File: src/rtl/xbar_bank_pkg.sv
// xbar_bank_pkg: shared widths, request payload type and round-robin pick for the bank request issuer
package xbar_bank_pkg;
  localparam int NUM_CH = 4;
  localparam int FIFO_DEPTH = 2;
  localparam int CH_ID_W = 2;
  localparam int OPCODE_W = 2;
  localparam int ADDR_HI = 31;
  localparam int ADDR_LO = 4;
  localparam int ADDR_W = ADDR_HI - ADDR_LO + 1;
  localparam int WBID_W = 8;
  typedef struct packed {
    logic [OPCODE_W-1:0] opcode;
    logic [ADDR_W-1:0] addr;
    logic [WBID_W-1:0] wbuffer_id;
  } req_payload_t;
  // Returns {hit, index} of the first requester at or after ptr, wrapping modulo NUM_CH
  function automatic logic [CH_ID_W:0] rr_pick(input logic [NUM_CH-1:0] req, input logic [CH_ID_W-1:0] ptr);
    logic [CH_ID_W-1:0] idx;
    rr_pick = '0;
    for (int i = NUM_CH - 1; i >= 0; i--) begin
      idx = ptr + CH_ID_W'(i);
      if (req[idx]) rr_pick = {1'b1, idx};
    end
  endfunction
endpackage

File: src/rtl/xbar_req_fifo2.sv
// xbar_req_fifo2: two-entry request payload FIFO with wrap-around pointers and a 2-bit count
module xbar_req_fifo2
  import xbar_bank_pkg::*;
(
  input  logic         clk_i,
  input  logic         rst_i,
  input  logic         i_push,
  input  req_payload_t i_data,
  input  logic         i_pop,
  output req_payload_t o_data,
  output logic         o_empty,
  output logic         o_full
);
  req_payload_t r_mem [FIFO_DEPTH];
  logic r_wr_ptr;
  logic r_rd_ptr;
  logic [1:0] r_count;
  always_ff @(posedge clk_i or negedge rst_i) begin
    if (!rst_i) begin
      r_wr_ptr <= 1'b0;
      r_rd_ptr <= 1'b0;
      r_count <= 2'd0;
    end else begin
      if (i_push) r_wr_ptr <= !r_wr_ptr;
      if (i_pop) r_rd_ptr <= !r_rd_ptr;
      r_count <= r_count + {1'b0, i_push} - {1'b0, i_pop};
    end
  end
  always_ff @(posedge clk_i) begin
    if (i_push) r_mem[r_wr_ptr] <= i_data;
  end
  assign o_data = r_mem[r_rd_ptr];
  assign o_empty = r_count == 2'd0;
  assign o_full = r_count == 2'(FIFO_DEPTH);
endmodule

File: src/rtl/xbar_bank_req_issue.sv
// xbar_bank_req_issue: buffers four channel request streams and issues them round-robin to one bank
module xbar_bank_req_issue
  import xbar_bank_pkg::*;
(
  input  logic                         clk_i,
  input  logic                         rst_i,
  input  logic [NUM_CH-1:0]            ch_req_valid_i,
  output logic [NUM_CH-1:0]            ch_req_allowIn_o,
  input  logic [NUM_CH*OPCODE_W-1:0]   ch_req_opcode_i,
  input  logic [NUM_CH*ADDR_W-1:0]     ch_req_addr_i,
  input  logic [NUM_CH*WBID_W-1:0]     ch_req_wbuffer_id_i,
  output logic                         xbar_bank_htu_valid_o,
  input  logic                         xbar_bank_htu_allowIn_i,
  output logic [CH_ID_W-1:0]           xbar_bank_htu_ch_id_o,
  output logic [OPCODE_W-1:0]          xbar_bank_htu_opcode_o,
  output logic [ADDR_W-1:0]            xbar_bank_htu_addr_o,
  output logic [WBID_W-1:0]            xbar_bank_htu_wbuffer_id_o
);
  logic [NUM_CH-1:0] w_push;
  logic [NUM_CH-1:0] w_pop;
  logic [NUM_CH-1:0] w_empty;
  logic [NUM_CH-1:0] w_full;
  req_payload_t w_head [NUM_CH];
  logic w_load;
  logic w_hit;
  logic [CH_ID_W-1:0] w_gnt;
  logic [CH_ID_W-1:0] r_ptr;
  logic r_valid;
  logic [CH_ID_W-1:0] r_ch_id;
  req_payload_t r_pl;
  genvar c;
  for (c = 0; c < NUM_CH; c++) begin : g_ch
    req_payload_t w_in;
    assign w_in = {ch_req_opcode_i[OPCODE_W*c +: OPCODE_W], ch_req_addr_i[ADDR_W*c +: ADDR_W], ch_req_wbuffer_id_i[WBID_W*c +: WBID_W]};
    assign w_push[c] = ch_req_valid_i[c] && !w_full[c];
    xbar_req_fifo2 u_fifo (
      .clk_i   (clk_i),
      .rst_i   (rst_i),
      .i_push  (w_push[c]),
      .i_data  (w_in),
      .i_pop   (w_pop[c]),
      .o_data  (w_head[c]),
      .o_empty (w_empty[c]),
      .o_full  (w_full[c])
    );
  end
  assign ch_req_allowIn_o = ~w_full;
  assign w_load = !r_valid || xbar_bank_htu_allowIn_i;
  assign {w_hit, w_gnt} = rr_pick(~w_empty, r_ptr);
  assign w_pop = (w_load && w_hit) ? NUM_CH'(1) << w_gnt : '0;
  // Payload registers only move on a grant so an idle output keeps its last value
  always_ff @(posedge clk_i or negedge rst_i) begin
    if (!rst_i) begin
      r_valid <= 1'b0;
      r_ch_id <= '0;
      r_pl <= '0;
      r_ptr <= '0;
    end else if (w_load) begin
      r_valid <= w_hit;
      if (w_hit) begin
        r_ch_id <= w_gnt;
        r_pl <= w_head[w_gnt];
        r_ptr <= w_gnt + 1'b1;
      end
    end
  end
  assign xbar_bank_htu_valid_o = r_valid;
  assign xbar_bank_htu_ch_id_o = r_ch_id;
  assign xbar_bank_htu_opcode_o = r_pl.opcode;
  assign xbar_bank_htu_addr_o = r_pl.addr;
  assign xbar_bank_htu_wbuffer_id_o = r_pl.wbuffer_id;
endmodule
File: config.mk
export PLATFORM = sky130hd
export DESIGN_NAME = xbar_bank_req_issue
export DESIGN_NICKNAME = d
export VERILOG_FILES = /design/src/rtl/xbar_bank_pkg.sv /design/src/rtl/xbar_req_fifo2.sv /design/src/rtl/xbar_bank_req_issue.sv
export SDC_FILE = /design/constraint.sdc
export NUM_CORES = 1
export LEC_CHECK = 0
export BUFFER_PORTS_ARGS = -buffer_cell sky130_fd_sc_hd__buf_2
export CAP_MARGIN = 30
export CELL_PAD_IN_SITES_DETAIL_PLACEMENT = 1
export CELL_PAD_IN_SITES_GLOBAL_PLACEMENT = 1
export CORE_MARGIN = 1
export CORE_UTILIZATION = 29
export CTS_CLUSTER_DIAMETER = 150
export CTS_CLUSTER_SIZE = 24
export DETAILED_ROUTE_END_ITERATION = 12
export GPL_TIMING_DRIVEN = 0
export PLACE_DENSITY_LB_ADDON = 0.1
export SLEW_MARGIN = 30
export SYNTH_ARGS = -nofsm -noshare
export SYNTH_HDL_FRONTEND = slang
export SYNTH_SLANG_ARGS = --single-unit
File: constraint.sdc
create_clock -name clk_i -period 2.9 [get_ports clk_i]
set_clock_uncertainty 0.2 [all_clocks]
set_input_delay 0.145 -clock clk_i [delete_from_list [all_inputs] [get_ports clk_i]]
set_output_delay 0.145 -clock clk_i [all_outputs]
set_load 0.02 [all_outputs]
==> results of run 1 <==
## how the worst min path moves through the flow
stage / slack [ps] / startpoint / to / cells past startpoint
floorplan: -350 / rst_i / g_ch[0].u_fifo.r_count[0] / 0
global placement: 130 / ch_req_addr_i[7] / g_ch[0].u_fifo.r_mem[0][15] / 1
detailed placement: -150 / rst_i / g_ch[0].u_fifo.r_rd_ptr / 1
CTS: 70 / ch_req_addr_i[50] / g_ch[1].u_fifo.r_mem[0][30] / 2
global route: 90 / ch_req_opcode_i[5] / g_ch[2].u_fifo.r_mem[0][37] / 2
finish: 110 / ch_req_addr_i[61] / g_ch[2].u_fifo.r_mem[1][13] / 2
## per-stage QoR
step / setup WS (ps) / util
finish: 9.29 / 0.390
detailed placement: -754 / 0.338
global route: -93.8 / 0.390
floorplan: 1.25 / -
global placement: -734 / 0.332
CTS: -49.7 / 0.386
## synthesized netlist by cell type, types with 4 or more instances
cell,count,share of area
nand4_1,4,0.0017
nor4_1,14,0.0061
inv_1,9,0.0024
xnor2_1,15,0.0091
and3_1,4,0.0017
clkbuf_1,36,0.0094
edfxtp_1,304,0.64
buf_2,16,0.0056
nand2_1,16,0.0042
dfrtp_1,59,0.10
mux2_2,42,0.033
nand2b_1,6,0.0026
nor2_1,7,0.0018
a2111oi_0,34,0.021
mux2i_1,148,0.10
ha_1,8,0.0070
o211ai_1,8,0.0042
a31oi_1,21,0.0091
a221o_1,34,0.024
## routing by layer
layer,global-route usage,vias up,share of wire
li1,-,4057,-
met1,0.230,4469,0.46
met2,0.281,133,0.49
met3,0.0188,32,0.032
met4,0.0355,0,0.015
met5,0,-,0
## registers in the layout, indices dropped and copies added (netlist names)
register and cells:
xbar_bank_htu_opcode_o 2, g_ch.u_fifo.r_count 8, g_ch.u_fifo.r_wr_ptr 4, g_ch.u_fifo.r_rd_ptr 4, xbar_bank_htu_valid_o 1, xbar_bank_htu_wbuffer_id_o 8, xbar_bank_htu_ch_id_o 2, xbar_bank_htu_addr_o 28
g_ch.u_fifo.r_mem 304, r_ptr 2
## worst register-to-register path, cell delays in order (launching register included)
cell,delay [ps]
dfrtp_1,410
or4_4,570
o41ai_4,340
buf_6,190
clkbuf_1,460
a2111oi_0,270
a221o_1,340
## kinds of logic after synthesis
group           after synthesis  synth area share
xor+xnor                     17            0.0104
flops                       363             0.738
simple gates                 62            0.0236
compound gates              110            0.0661
mux                         190             0.136
fa+ha+maj                     8           0.00697
buf+inv                      64            0.0184
## power by group
| part | total, mW | internal [mW] | leakage [nW] | switching (mW) |
|---|---|---|---|---|
| clock network | 2.98 | 1.28 | 0.265 | 1.70 |
| registers | 7.83 | 7.25 | 3.53 | 0.581 |
| logic | 8.90 | 3.55 | 3.36 | 5.35 |
| total | 19.7 | 12.1 | 7.15 | 7.63 |
## cell type report
| cell class | count | area share |
|---|---|---|
| clock inverters | 2 | 0.00204 |
| well taps | 664 | 0.0436 |
| repair buffers | 388 | 0.157 |
| plain buffers | 51 | 0.0143 |
| clock buffers | 32 | 0.0275 |
| inverters | 9 | 0.00177 |
| multi-input cells | 387 | 0.197 |
| flip-flops and latches | 363 | 0.557 |
| diodes | 2 | 0.000263 |
## timing repair
item,4_1_cts,5_1_grt
endpoints found under the setup margin,48,34
gates resized for setup,51,32
pin swaps,4,6
buffers inserted,5,9
hold buffers,160,0
hold endpoints to repair,419,0
==> flow_summary.json, run 1 <==
{
  "cp-endpoint": "xbar_bank_htu_addr_o[3]",
  "path_delay_family": "compound AO/OA/AOI/OAI gates",
  "antenna_found_initial": 3,
  "critPathRequiredTime_ps": 3140,
  "finalCritPeriodShare": 0.997,
  "routed_wire_length_per_instance_microns": 22.2,
  "drive_gt1_frac": 0.289,
  "fin_crit_ps": 2890,
  "hold_violations": 0,
  "die_w_microns": 225,
  "clock_tree.root_cell": "clkbuf_16",
  "layout.cells.most_common": "edfxtp_1",
  "cts_num_sinks": 363,
  "post_synth_num_cell_types": 39,
  "post_dp_cell_area_sq_mm": 0.0165,
  "antenna_left": 0,
  "path_cells": "or4_4, o41ai_4, buf_6, clkbuf_1, a2111oi_0, a221o_1",
  "crit_type": "flop to flop",
  "hold_path_class": "input port to flop",
  "grt_pass1_wl_microns": 61100,
  "drc": 0,
  "total_power_mw": 19.7,
  "gpl.final_weighted_congestion": 0.748,
  "status": "complete, no violations",
  "placementRows": 81,
  "final-seq-area_sq_mm": 0.0106,
  "number_of_nets_in_the_synthesized_netlist": 981,
  "totalNegativeSetupSlack_ps": 0,
  "max_freq_mhz": 346,
  "leakagePower_nw": 7.15,
  "leading_cell_types_in_the_layout_fill_and_taps_excluded": "304 x edfxtp_1, 212 x buf_2, 160 x dlygate4sd3_1, 148 x mux2i_1, 56 x dfrtp_1",
  "vias": 8691,
  "grt_max_degree": 46,
  "stdcell_count": 1898,
  "mean_instance_size_in_the_synthesized_netlist_sq_um": 17.6,
  "reg2reg_start": "g_ch[3].u_fifo.r_count[1]",
  "data_arrival_time_of_the_critical_path_ps": 3130,
  "design.portCount": 204,
  "worstSetupStartpoint": "g_ch[3].u_fifo.r_count[1]",
  "ys_seq_elements": 363,
  "worst_r2r_endpoint": "xbar_bank_htu_addr_o[3]",
  "finish.net_count": 1386,
  "drv.max_cap_violation_count": 0,
  "cts-root-to-sink-buffers": 3,
  "finalInstanceArea_sq_mm": 0.0191,
  "worst_vdd_ir_mv": 0.341,
  "worst_path_clk_slew_ps": 100,
  "num-fill-cells": 4995,
  "critPathLaunchType": "flop",
  "worstMarginPinSlew_ps": 1010,
  "post_synth_instance_area_sq_mm": 0.0144,
  "yosys_most_used_dff": "edfxtp_1",
  "grt_pass1_vias": 9344,
  "cts_htree_levels": 1,
  "dieHeight_microns": 225,
  "unrepaired_setup_endpoints_after_global_routing": "yes",
  "syn-instance-count": 814,
  "area_growth_syn_to_layout_pct": 32.7,
  "tritoncts_clock_tree": "done",
  "track_usage": 0.167,
  "path_max_fanout": 10,
  "dr.first_iter.drc_count": 394,
  "clk_latency_ps": 560,
  "dp_hpwl_microns": 30600,
  "place.detailed.instances": 1692,
  "detailedRoute.firstPassIterationCount": 4,
  "yosysSeqAreaShare": 0.738,
  "numCtsBuffers": 19,
  "timing.critical_path.buf_inv": 2,
  "synthArstFlopShare": 0.163,
  "routed_wl_microns": 42100,
  "ys.warnings.count": 0,
  "grt.overflow.total": 0,
  "vias_per_cell": 4.58,
  "floorplan.core_area_sq_mm": 0.0488,
  "worst_setup_path_end_kind": "flop",
  "cp_slowest_cell": "or4_4",
  "worst_path_largest_cell_delay_ps": 570,
  "slew_viol_final": 0,
  "initial_utilization": 0.294,
  "max_slew_margin": 0.307,
  "worstRegToRegCells": 6,
  "multi_input_area_sq_mm": 0.00375,
  "power_per_cell_area_mw_per_mm2": 1030,
  "io_buffer_count": 203,
  "dieArea_sq_mm": 0.0504,
  "number_of_stages_on_the_worst_setup_path": 6,
  "synth_enable_flop_cells": 304,
  "reg2reg_setup_slack_ps": 9,
  "whs_ps": 108,
  "report.final.setup_viol": 0
}
Power figures use the tool's default switching activity.
==> inputs of run 2 (changes only) <==
--- a/config.mk
+++ b/config.mk
@@ -5,6 +5,7 @@
 export SDC_FILE = /design/constraint.sdc
 export NUM_CORES = 1
 export LEC_CHECK = 0
+export ABC_AREA = 1
 export BUFFER_PORTS_ARGS = -buffer_cell sky130_fd_sc_hd__buf_2
 export CAP_MARGIN = 30
 export CELL_PAD_IN_SITES_DETAIL_PLACEMENT = 1
==> flow_summary.json, run 2 <==
{
  "cts-root-to-sink-buffers": 3,
  "report.final.setup_viol": 0,
  "detailedRoute.firstPassIterationCount": 4,
  "die_w_microns": 227,
  "data_arrival_time_of_the_critical_path_ps": 3070,
  "antenna_left": 0,
  "timing.critical_path.buf_inv": 5,
  "path_delay_family": "simple AND/OR/NAND/NOR gates",
  "critPathRequiredTime_ps": 3180,
  "cp_slowest_cell": "dfrtp_2",
  "synthArstFlopShare": 0.163,
  "drv.max_cap_violation_count": 0,
  "numCtsBuffers": 19,
  "vias_per_cell": 4.53,
  "fin_crit_ps": 2790,
  "post_synth_num_cell_types": 27,
  "worst_path_clk_slew_ps": 110,
  "finalCritPeriodShare": 0.962,
  "cts_htree_levels": 1,
  "holdCritStartpoint": "ch_req_addr_i[25]",
  "dieHeight_microns": 227,
  "hold_path_depth": 2,
  "cts_num_sinks": 363,
  "reg2reg_start": "r_ptr[0]",
  "finalInstanceArea_sq_mm": 0.0195,
  "path_max_fanout": 6,
  "number_of_nets_in_the_synthesized_netlist": 1250,
  "num-fill-cells": 5368,
  "max_flop_register": "g_ch.u_fifo.r_mem",
  "leakagePower_nw": 8.02,
  "status": "complete, no violations",
  "vias": 9890,
  "routed_wl_microns": 47600,
  "dieArea_sq_mm": 0.0517,
  "hold_path_class": "input port to flop",
  "dr.first_iter.drc_count": 492,
  "worst_path_largest_cell_delay_ps": 470,
  "drive_gt1_frac": 0.222,
  "worstRegToRegCells": 19,
  "yosysTopAreaCell": "edfxtp_1",
  "synth_enable_flop_cells": 304,
  "routed_wire_length_per_instance_microns": 21.8,
  "clock_tree.root_cell": "clkbuf_16",
  "worst_vdd_ir_mv": 0.536,
  "grt_pass1_wl_microns": 68500,
  "max_slew_margin": 0.349,
  "critPathLaunchType": "flop",
  "slew_viol_final": 0,
  "largest_register_ffs": 304,
  "layout.cells.most_common": "edfxtp_1",
  "ys.warnings.count": 0,
  "post_synth_instance_area_sq_mm": 0.0147,
  "path_cells": "buf_4, nand2_1, nand2_2, nand3_2, nand2_2, inv_2, nand2_1, nand2_1, nand2_4, nand2_4, buf_12, nor2_2, nand2_2, inv_2, ha_1, inv_1, ha_1, xnor2_1, xor2_1",
  "unrepaired_setup_endpoints_after_global_routing": "yes",
  "crit_type": "flop to flop",
  "netlist.area_leader.share": 0.620,
  "grt_pass1_vias": 10700,
  "yosysSeqAreaShare": 0.720,
  "track_usage": 0.185,
  "hold_violations": 0,
  "synth_most_common_cell": "edfxtp_1",
  "multi_input_area_sq_mm": 0.00387,
  "grt.overflow.total": 0,
  "syn-instance-count": 1083,
  "finish.net_count": 1665,
  "stdcell_count": 2183,
  "drc": 0,
  "floorplan.core_area_sq_mm": 0.0502,
  "reg2reg_setup_slack_ps": 110,
  "placementRows": 82,
  "totalNegativeSetupSlack_ps": 0,
  "synth_common_cells": "304 x edfxtp_1, 269 x nand2_1, 158 x nand3_1",
  "diodes": 0,
  "ys_seq_elements": 363,
  "gpl.final_weighted_congestion": 0.713,
  "area_growth_syn_to_layout_pct": 32.3,
  "worstMarginPinSlew_ps": 976,
  "design.portCount": 204,
  "max_freq_mhz": 358,
  "grt_max_degree": 44,
  "worst_setup_path_end_kind": "flop",
  "whs_ps": 107,
  "mean_instance_size_in_the_synthesized_netlist_sq_um": 13.6,
  "layout.core_utilization": 0.388,
  "post_synth_main_area_contributors": "edfxtp_1 62%, mux2i_1 10%, dfrtp_1 10%",
  "io_buffer_count": 203,
  "place.detailed.instances": 1975,
  "antenna_found_initial": 0,
  "tritoncts_clock_tree": "done",
  "worst_r2r_endpoint": "g_ch[3].u_fifo.r_count[1]",
  "power_per_cell_area_mw_per_mm2": 1170,
  "clk_latency_ps": 560,
  "final-seq-area_sq_mm": 0.0106,
  "holdPathEnd": "g_ch[0].u_fifo.r_mem[0][33]",
  "dp_hpwl_microns": 33900,
  "leading_cell_types_in_the_layout_fill_and_taps_excluded": "304 x edfxtp_1, 263 x nand2_1, 229 x buf_2, 159 x dlygate4sd3_1, 157 x nand3_1",
  "yosys_most_used_dff": "edfxtp_1",
  "initial_utilization": 0.294,
  "post_dp_cell_area_sq_mm": 0.0171
}
-- run 2: final cells by class --
type,count,area share
flip-flops and latches,363,0.545
multi-input cells,639,0.199
repair buffers,395,0.164
well taps,672,0.0432
clock buffers,32,0.0269
plain buffers,59,0.0162
inverters,21,0.00417
clock inverters,2,0.00199
-- run 2: what timing repair did --
item	in CTS	in global routing
setup buffers	11	4
pin swaps	1	6
hold buffers	160	0
resized for setup	16	18
setup endpoints to repair	13	22
hold endpoints to repair	368	0
-- run 2: metal layers --
layer | vias to the layer above | wire length [microns] | track usage
met2 | 155 | 24400 | 0.333
met3 | 35 | 1530 | 0.0200
met1 | 5016 | 20900 | 0.240
li1 | 4684 | - | -
met5 | - | 0 | 0
met4 | 0 | 717 | 0.0370
-- run 2: report_power, final --
part / leakage, nW / switching [mW] / internal [mW]
clock: 0.265 / 1.73 / 1.28
sequential: 3.52 / 0.504 / 7.26
combinational: 4.23 / 7.94 / 4.14
-- run 2: worst max path at each step --
stage                                   to  cells past startpoint                      start  slack (ps)
2_1_floorplan    g_ch[3].u_fifo.r_count[1]                     18                   r_ptr[0]         320
3_3_place_gp   g_ch[2].u_fifo.r_mem[1][18]                      3  g_ch[2].u_fifo.r_count[1]        -670
3_5_place_dp     g_ch[3].u_fifo.r_count[1]                     18                   r_ptr[0]        -320
4_1_cts          g_ch[3].u_fifo.r_count[1]                     16                   r_ptr[0]          30
5_1_grt          g_ch[3].u_fifo.r_count[1]                     18  g_ch[2].u_fifo.r_count[1]        -100
6_report         g_ch[3].u_fifo.r_count[1]                     19                   r_ptr[0]         110
-- run 2: kinds of logic (layout without fill, tap and decap cells) --
| logic type | after synthesis | after routing | synth area share |
|---|---|---|---|
| and+or+nand+nor | 456 | 456 | 0.132 |
| adders and majority gates | 8 | 8 | 0.00680 |
| buffers and inverters | 81 | 509 | 0.0250 |
| DFF | 363 | 363 | 0.720 |
| AOI/OAI and AO/OA | 11 | 11 | 0.00527 |
| xor gates and xnor gates | 12 | 12 | 0.00714 |
| muxes | 152 | 152 | 0.103 |
-- run 2: through the flow --
step	power, mW	setup WS (ps)
final	22.8	110
after global routing	24.5	-102
after CTS	23.1	25.2
after detailed placement	19.5	-319
after global placement	18.9	-675
after floorplan	14.7	319
